--- src/rtl/rom_pixel_streamer.sv ---
// Raster-scans a 1-cycle-latency synchronous ROM and presents its pixels as a
// valid/ready stream tagged with x/y coordinates and sof/eol/eof markers.
module rom_pixel_streamer #(
  parameter int WIDTH   = 256,
  parameter int HEIGHT  = 256,
  parameter int PIXEL_W = 8,
  parameter int ADDR_W  = 16,
  parameter int X_W     = 8,
  parameter int Y_W     = 8
) (
  input  logic               clk,
  input  logic               rst_n,
  input  logic               start,
  output logic               busy,
  output logic               done,
  output logic               rom_en,
  output logic [ADDR_W-1:0]  rom_addr,
  input  logic [PIXEL_W-1:0] rom_data,
  output logic               m_valid,
  input  logic               m_ready,
  output logic [PIXEL_W-1:0] m_data,
  output logic [X_W-1:0]     m_x,
  output logic [Y_W-1:0]     m_y,
  output logic               m_sof,
  output logic               m_eol,
  output logic               m_eof
);

  localparam int META_W = X_W + Y_W + 3;
  localparam int ENT_W  = PIXEL_W + META_W;
  localparam logic [ADDR_W-1:0] LAST_ADDR = ADDR_W'(WIDTH * HEIGHT - 1);
  localparam logic [X_W-1:0]    LAST_X    = X_W'(WIDTH - 1);

  typedef enum logic [1:0] {
    S_IDLE,
    S_RUN,
    S_DRAIN
  } state_e;

  state_e              state_q, state_d;
  logic [ADDR_W-1:0]   addr_q, addr_d;
  logic [X_W-1:0]      x_q, x_d;
  logic [Y_W-1:0]      y_q, y_d;
  logic                inflight_q, inflight_d;
  logic [META_W-1:0]   pend_q, pend_d;
  logic [ENT_W-1:0]    fifo_q [2];
  logic [ENT_W-1:0]    fifo_d [2];
  logic                rd_ptr_q, rd_ptr_d;
  logic                wr_ptr_q, wr_ptr_d;
  logic [1:0]          count_q, count_d;
  logic                done_q, done_d;

  logic [ENT_W-1:0]    head;
  logic                pop;
  logic                iss_sof, iss_eol, iss_eof;

  always_comb begin
    state_d    = state_q;
    addr_d     = addr_q;
    x_d        = x_q;
    y_d        = y_q;
    pend_d     = pend_q;
    fifo_d     = fifo_q;
    rd_ptr_d   = rd_ptr_q;
    wr_ptr_d   = wr_ptr_q;
    count_d    = count_q;
    done_d     = 1'b0;

    head    = fifo_q[rd_ptr_q];
    m_valid = (count_q != 2'd0);
    pop     = m_valid & m_ready;

    iss_sof = (x_q == '0) && (y_q == '0);
    iss_eol = (x_q == LAST_X);
    iss_eof = (addr_q == LAST_ADDR);

    // Written as count + inflight < 2 + pop so the sum never goes negative.
    rom_en = (state_q == S_RUN) &&
             (({1'b0, count_q} + {2'b00, inflight_q}) < (3'd2 + {2'b00, pop}));
    inflight_d = rom_en;

    case (state_q)
      S_IDLE: begin
        if (start) begin
          state_d = S_RUN;
          addr_d  = '0;
          x_d     = '0;
          y_d     = '0;
        end
      end
      S_RUN: begin
        if (rom_en && iss_eof) state_d = S_DRAIN;
      end
      S_DRAIN: begin
        if (pop && head[0]) begin
          state_d = S_IDLE;
          done_d  = 1'b1;
        end
      end
      default: state_d = S_IDLE;
    endcase

    if (rom_en) begin
      addr_d = addr_q + 1'b1;
      pend_d = {x_q, y_q, iss_sof, iss_eol, iss_eof};
      if (iss_eol) begin
        x_d = '0;
        y_d = y_q + 1'b1;
      end else begin
        x_d = x_q + 1'b1;
      end
    end

    if (inflight_q) begin
      fifo_d[wr_ptr_q] = {rom_data, pend_q};
      wr_ptr_d         = ~wr_ptr_q;
    end
    if (pop) rd_ptr_d = ~rd_ptr_q;

    case ({inflight_q, pop})
      2'b10:   count_d = count_q + 2'd1;
      2'b01:   count_d = count_q - 2'd1;
      default: count_d = count_q;
    endcase
  end

  always_ff @(posedge clk or negedge rst_n) begin
    if (!rst_n) begin
      state_q    <= S_IDLE;
      addr_q     <= '0;
      x_q        <= '0;
      y_q        <= '0;
      inflight_q <= 1'b0;
      pend_q     <= '0;
      fifo_q     <= '{default: '0};
      rd_ptr_q   <= 1'b0;
      wr_ptr_q   <= 1'b0;
      count_q    <= 2'd0;
      done_q     <= 1'b0;
    end else begin
      state_q    <= state_d;
      addr_q     <= addr_d;
      x_q        <= x_d;
      y_q        <= y_d;
      inflight_q <= inflight_d;
      pend_q     <= pend_d;
      fifo_q     <= fifo_d;
      rd_ptr_q   <= rd_ptr_d;
      wr_ptr_q   <= wr_ptr_d;
      count_q    <= count_d;
      done_q     <= done_d;
    end
  end

  assign busy     = (state_q != S_IDLE);
  assign done     = done_q;
  assign rom_addr = addr_q;
  assign {m_data, m_x, m_y, m_sof, m_eol, m_eof} = head;

endmodule

--- config.mk ---
export PLATFORM = sky130hd
export DESIGN_NAME = rom_pixel_streamer
export DESIGN_NICKNAME = d
export VERILOG_FILES = /design/src/rtl/rom_pixel_streamer.sv
export SDC_FILE = /design/constraint.sdc
export NUM_CORES = 1
export LEC_CHECK = 0
export ABC_AREA = 1
export BUFFER_PORTS_ARGS = -buffer_cell sky130_fd_sc_hd__buf_4
export CORE_MARGIN = 4
export CORE_UTILIZATION = 60
export DETAILED_ROUTE_END_ITERATION = 12
export PLACE_DENSITY = 0.89
export RECOVER_POWER = 50
export SKIP_LAST_GASP = 1
export SLEW_MARGIN = 15
export SYNTH_ARGS = -nofsm -noshare
export SYNTH_HDL_FRONTEND = slang
export SYNTH_SLANG_ARGS = --single-unit
--- constraint.sdc ---
create_clock -name clk -period 4.55 [get_ports clk]
set_input_delay 0.6825 -clock clk [delete_from_list [all_inputs] [get_ports clk]]
set_output_delay 0.6825 -clock clk [all_outputs]
set_load 0.005 [all_outputs]
==> impl_metrics.tcl, run 1 <==
set metrics [dict create \
    status "complete, but fails checks" \
    violations "max-capacitance violations, max-slew violations" \
    ff_latch_area_sq_um 2830 \
    synth-seq-cells 113 \
    setup_viol 0 \
    area_growth_pct 19.4 \
    grt.total_usage 0.267 \
    synth_cells 695 \
    slew_violations 145 \
    htree_levels 4 \
    crit_path_end_kind "output port" \
    fmax_mhz 337 \
    synth_fp_nets 715 \
    postSynthAreaPerCell_sq_um 7.84 \
    dp_hpwl_mm 7.78 \
    fp-row-count 34 \
    drive_gt1_frac 0.137 \
    grt_pass1_wl_mm 22.3 \
    clk_pin_slew_ps 60 \
    cts_buffers 17 \
    period_needed_ps 2970 \
    rsz0062_at_grt "no" \
    crit_fanout 30 \
    antenna_found_initial 0 \
    yosys.area.top_type_share 0.519 \
    grt_pass1_vias 4765 \
    dpl-instance-area_sq_um 5910 \
    num-fill-cells 607 \
    synth-edff-count 0 \
    die_w_um 103 \
    gp_congestion 0.848 \
    arrival_ps 2280 \
    vias_per_cell 5.67 \
    vias 4914 \
    final.setup.tns_ps 0 \
    io_buffers 58 \
    postSynth.asyncResetShare 1.00 \
    postCtsResizedCells 0 \
    yosysSeqAreaShare 0.519 \
    fin_crit_sh 0.652 \
    wl_per_cell_um 15.1 \
    ys.flop_type "dfrtp_1" \
    cts_buffer_depth 2 \
    die_area_sq_um 10700 \
    yosys.area.top_type "dfrtp_1" \
    cts_sinks 113 \
    ys_top_cells_by_area "dfrtp_1, nand2_1, o21ai_0" \
    cts_root_buf "clkbuf_8" \
    first_pass_iters 5 \
    totalWireLength_mm 13.1 \
    io_pins 59 \
    leakage_uw 0.00323 \
    antenna_left 0 \
    ir_drop_uv 398 \
    hp-class "input port to register" \
    drt_iter0_drc 510 \
    overflow 0 \
    maxCapViolCount 2 \
    worst_pin_slew_ps 2150 \
    clock_latency_ps 520 \
    multi_input_area_sq_um 2220 \
    synthesis.area_sq_um 5450 \
    start_util 0.622 \
    yosysWarningCount 0 \
    n_antenna_cell 0 \
    start_kind "register" \
    layout.nets 766 \
    slew_headroom -0.434 \
    cts_setup_buffers 0 \
    synth_cell_types 27 \
    cts_tree "yes" \
    coreArea_sq_um 8760 \
    powerDensity_nw_per_um2 665 \
    crit_required_ps 3870 \
    finalHoldViolCount 0 \
    ctsHoldBuffers 0 \
    fin_area_sq_um 6510 \
    fp.dieH_um 103 \
    clock_skew_ps 7.26 \
    critPathKind "register to output port" \
    drc 0 \
    grt_start_max_net_pins 90 \
]
## cells in the mapped netlist (2+ instances only)
master	instances
nor2_1	27
nand2_1	255
xor2_1	8
o21ai_1	25
buf_6	2
nor3_1	3
o21ai_0	71
o21bai_1	3
clkbuf_1	17
nand4_1	11
o21a_1	2
ha_1	8
buf_2	12
o22ai_1	2
nor2_2	2
inv_1	65
nand3_1	53
inv_2	2
xnor2_1	3
a21oi_1	2
dfrtp_1	113
nand2_2	4
## cells by family (layout without fill, tap and decap cells)
kind of cell	Yosys count	after routing	synth area share
simple gates	358	358	0.270
xor+xnor	11	11	0.0177
flops	113	113	0.519
buf+inv	99	163	0.0737
compound gates	106	106	0.101
fa+ha+maj	8	8	0.0184
## area by class of cell
class / count / area share
timing repair buffer: 63 / 0.0711
multi-input combinational: 483 / 0.341
clock inverter: 14 / 0.0275
clock buffer: 18 / 0.0657
sequential: 113 / 0.434
tap: 108 / 0.0208
inverter: 68 / 0.0392
## through the flow
step	power, uW	hold WS [ps]	worst slack [ps]	util	instances
finish	4330	442	1580	0.743	867
floorplan	2480	387	2480	-	695
global placement	2860	446	2080	0.675	835
detailed placement	2950	449	1870	0.675	835
global route	4630	431	1010	0.743	867
CTS	4330	405	1600	0.744	867
## per-layer routing
metal / share of wire / wire length, um / up-vias / track usage
li1: - / - / 2323 / -
met1: 0.43 / 5600 / 2374 / 0.350
met2: 0.49 / 6370 / 188 / 0.439
met3: 0.065 / 855 / 29 / 0.0677
met4: 0.018 / 241 / 0 / 0.0886
met5: 0 / 0 / - / 0
## placed cells by master (no fill, tap or decap), drive strengths merged
cell type / count
a21boi: 1
a21oi: 2
buf: 60
bufinv: 3
clkbuf: 21
clkinv: 5
clkinvlp: 3
dfrtp: 113
ha: 8
inv: 71
nand2: 259
nand3: 54
nand4: 11
nor2: 30
nor3: 3
o21a: 2
o21ai: 96
o21bai: 3
o22ai: 2
or2: 1
xnor2: 3
xor2: 8
## power breakdown
group	switching, uW	internal [uW]
Clock	492	856
Sequential	218	1280
Combinational	976	508
Total	1690	2640
## path summary, 6_finish.rpt
check	startpoint	to	slack [ps]	depth (start not counted)
max	count_q[0]	rom_en	1580	6
min	rom_data[4]	fifo_q[23]	440	3
max reg2reg	count_q[0]	x_q[1]	1770	6
min reg2reg	state_q[0]	done	460	1
max in group asynchronous	rst_n	rom_addr[8]	1620	2
min in group asynchronous	rst_n	fifo_q[46]	790	1
## critical path, cell delays in order, from the launching register on
cell and delay, ps:
dfrtp_1 450, ha_1 220, ha_1 190, nor2_2 190
a21boi_2 180, buf_4 340, buf_4 180
## sequential cells by signal (all words and copies together) (netlist names)
signal / count
rom_addr: 16
x_q: 8
fifo_q: 54
inflight_q: 1
pend_q: 19
count_q: 2
wr_ptr_q: 1
state_q: 2
done: 1
rd_ptr_q: 1
y_q: 8
Note: power is estimated with default switching activity, not from simulation.
==> run 2, diff against run 1 <==
--- a/config.mk
+++ b/config.mk
@@ -5,12 +5,12 @@
 export SDC_FILE = /design/constraint.sdc
 export NUM_CORES = 1
 export LEC_CHECK = 0
-export ABC_AREA = 1
+export ABC_AREA = 0
 export BUFFER_PORTS_ARGS = -buffer_cell sky130_fd_sc_hd__buf_4
 export CORE_MARGIN = 4
-export CORE_UTILIZATION = 60
+export CORE_UTILIZATION = 52
 export DETAILED_ROUTE_END_ITERATION = 12
-export PLACE_DENSITY = 0.89
+export PLACE_DENSITY = 0.83
 export RECOVER_POWER = 50
 export SKIP_LAST_GASP = 1
 export SLEW_MARGIN = 15
==> constraint.sdc (replaced) <==
create_clock -name clk -period 2.72 [get_ports clk]
set_input_delay 0.408 -clock clk [delete_from_list [all_inputs] [get_ports clk]]
set_output_delay 0.408 -clock clk [all_outputs]
set_load 0.005 [all_outputs]
==> impl_metrics.tcl, run 2 <==
set metrics [dict create \
    status "complete, but fails checks" \
    violations "max-capacitance violations, max-slew violations" \
    synth-edff-count 0 \
    cts_root_buf "clkbuf_8" \
    gp_congestion 0.839 \
    final_util 0.662 \
    antenna_left 0 \
    arrival_ps 2140 \
    period_needed_ps 2540 \
    synthTopCellsByCount "dfrtp_1, mux2_2, nand2_1" \
    worstHoldStart "rom_data[5]" \
    largest_register_ff_count 54 \
    slew_headroom -0.0939 \
    r2r_end "x_q[2]" \
    p_clk_frac 0.291 \
    coreArea_sq_um 9420 \
    maxCapViolCount 1 \
    cp_num_buf_inv 2 \
    wl_per_cell_um 16.7 \
    final_common_cell "dfrtp_1" \
    dp_hpwl_mm 6.93 \
    ff2ff_setup_slack_ps 350 \
    synth_fp_nets 453 \
    setup_viol 0 \
    r2r_start "count_q[0]" \
    grt_pass1_wl_mm 18.1 \
    p_seq_frac 0.344 \
    yosysWarningCount 0 \
    fin_area_sq_um 6230 \
    fmax_mhz 393 \
    postSynth.asyncResetShare 1.00 \
    crit_fanout 9 \
    critPathTopFamily "simple AND/OR/NAND/NOR gates" \
    antenna_found_initial 0 \
    synthesis.area_sq_um 5100 \
    cts_tree "yes" \
    synth_most_common_cell "dfrtp_1" \
    clock_skew_ps 7.68 \
    finalHoldViolCount 0 \
    num-fill-cells 668 \
    p_sw_frac 0.350 \
    slew_violations 28 \
    powerDensity_nw_per_um2 1060 \
    postSynthAreaPerCell_sq_um 11.8 \
    worst_path_max_delay_cell "dfrtp_1" \
    grt_start_max_net_pins 59 \
    holdPathStages 2 \
    fp-row-count 35 \
    critical_path.cell_chain "ha_1, ha_1, nor3b_4, nand2_2, inv_2, buf_4" \
    io_buffers 58 \
    start_util 0.542 \
    min_to "fifo_q[51]" \
    start_kind "register" \
    ys_top_cells_by_area "dfrtp_1, mux2_2, nand2_1" \
    grt.total_usage 0.200 \
    drive_gt1_frac 0.371 \
    pwr-share-comb 0.364 \
    regMostFlops "fifo_q" \
    yosysSeqAreaShare 0.554 \
    first_pass_iters 5 \
    final.setup.tns_ps 0 \
    clk_pin_slew_ps 60 \
    totalWireLength_mm 10.8 \
    hp-class "input port to register" \
    vias 3627 \
    rr_worst_depth 5 \
    crit_required_ps 2310 \
    cts_buffer_depth 2 \
    fin_ws_ps 177 \
    io_pins 59 \
    fp.dieH_um 107 \
    yosys.area.top_type "dfrtp_1" \
    slowest_delay_ps 430 \
    synth_cell_types 44 \
    leakage_uw 0.00311 \
    worst_pin_slew_ps 1640 \
    layout.nets 522 \
    crit_path_frequent_cell "ha_1" \
    dpl-instance-area_sq_um 5700 \
    synth-seq-cells 113 \
    htree_levels 4 \
    die_area_sq_um 11500 \
    die_w_um 107 \
    ir_drop_uv 833 \
    intPower_uw 4280 \
    ys.flop_type "dfrtp_1" \
    path_depth 6 \
    clock_latency_ps 520 \
    grt_pass1_vias 3726 \
    n_antenna_cell 0 \
    yosys.area.top_type_share 0.554 \
    drt_iter0_drc 258 \
    area_growth_pct 22.1 \
    critPathKind "register to output port" \
    cts_sinks 113 \
    place_ws_ps 528 \
    synth_cells 433 \
    final_cell_mix "dfrtp_1, mux2_2, nand2_1" \
    vias_per_cell 5.63 \
    rsz0062_at_grt "no" \
    p_switching_uw 2310 \
    drc 0 \
    fin_crit_sh 0.935 \
    crit_path_end_kind "output port" \
    overflow 0 \
    cts_buffers 17 \
]
run 2: cell types whose count changed in the layout (fill, tap and decap cells not counted), sizes merged, moves of 4 or more:
cell | previous run | this run
mux2 | 0 | 83
nor3 | 3 | 11
a21o | 0 | 4
and3 | 0 | 12
xor2 | 8 | 3
o21ai | 96 | 24
inv | 71 | 12
nand3 | 54 | 11
nand4 | 11 | 6
nor2 | 30 | 7
mux2i | 0 | 9
a21oi | 2 | 9
nand2 | 259 | 75
run 2: repair_timing:
action,CTS,global route
gates resized for setup,0,1
setup buffers,0,0
hold buffers,1,0
endpoints found under the hold margin,56,0
setup endpoints to repair,0,1
run 2: per-stage QoR:
step	std cells	power [uW]	hold WS [ps]
6_report	644	6590	131
5_1_grt	644	7010	112
4_1_cts	644	6660	109
3_5_place_dp	611	4690	485
3_3_place_gp	611	4570	478
2_1_floorplan	433	3870	112
run 2: per-layer routing:
metal | GRT usage | vias up | share of wire | wire length, um
met2 | 0.332 | 132 | 0.51 | 5540
met5 | 0 | - | 0 | 0
met3 | 0.0524 | 16 | 0.053 | 574
met4 | 0.0639 | 0 | 0.0095 | 102
li1 | - | 1668 | - | -
met1 | 0.257 | 1811 | 0.42 | 4560
run 2: how the worst max path moves through the flow:
stage               startpoint           to
floorplan           count_q[0]       rom_en
global placement    count_q[0]  rom_addr[7]
detailed placement  count_q[0]       x_q[2]
CTS                 count_q[0]       rom_en
global route        count_q[0]       rom_en
finish              count_q[0]       rom_en
run 2: kinds of logic after synthesis:
| family | share of synthesized area |
|---|---|
| and+or+nand+nor | 0.133 |
| DFF | 0.554 |
| muxes | 0.201 |
| AOI/OAI and AO/OA | 0.0589 |
| buffers and inverters | 0.0228 |
| adders and majority gates | 0.0196 |
| xor gates and xnor gates | 0.0103 |
run 2: layout make-up:
cell class	instances	area [sq um]	area share
Multi-Input combinational cell	294	2160	0.347
Clock buffer	17	414	0.0665
Tap cell	129	161	0.0259
Inverter	10	37.5	0.00603
Timing Repair Buffer	66	514	0.0826
Sequential cell	113	2830	0.454
Clock inverter	15	114	0.0183
run 2: power by group through the flow:
stage                     clock network [uW]  logic (uW)  registers [uW]
after floorplan                            0        1650            2220
after global placement                     0        2310            2260
after detailed placement                   0        2390            2300
after CTS                               1960        2430            2280
after global routing                    2040        2650            2320
final                                   1920        2400            2270
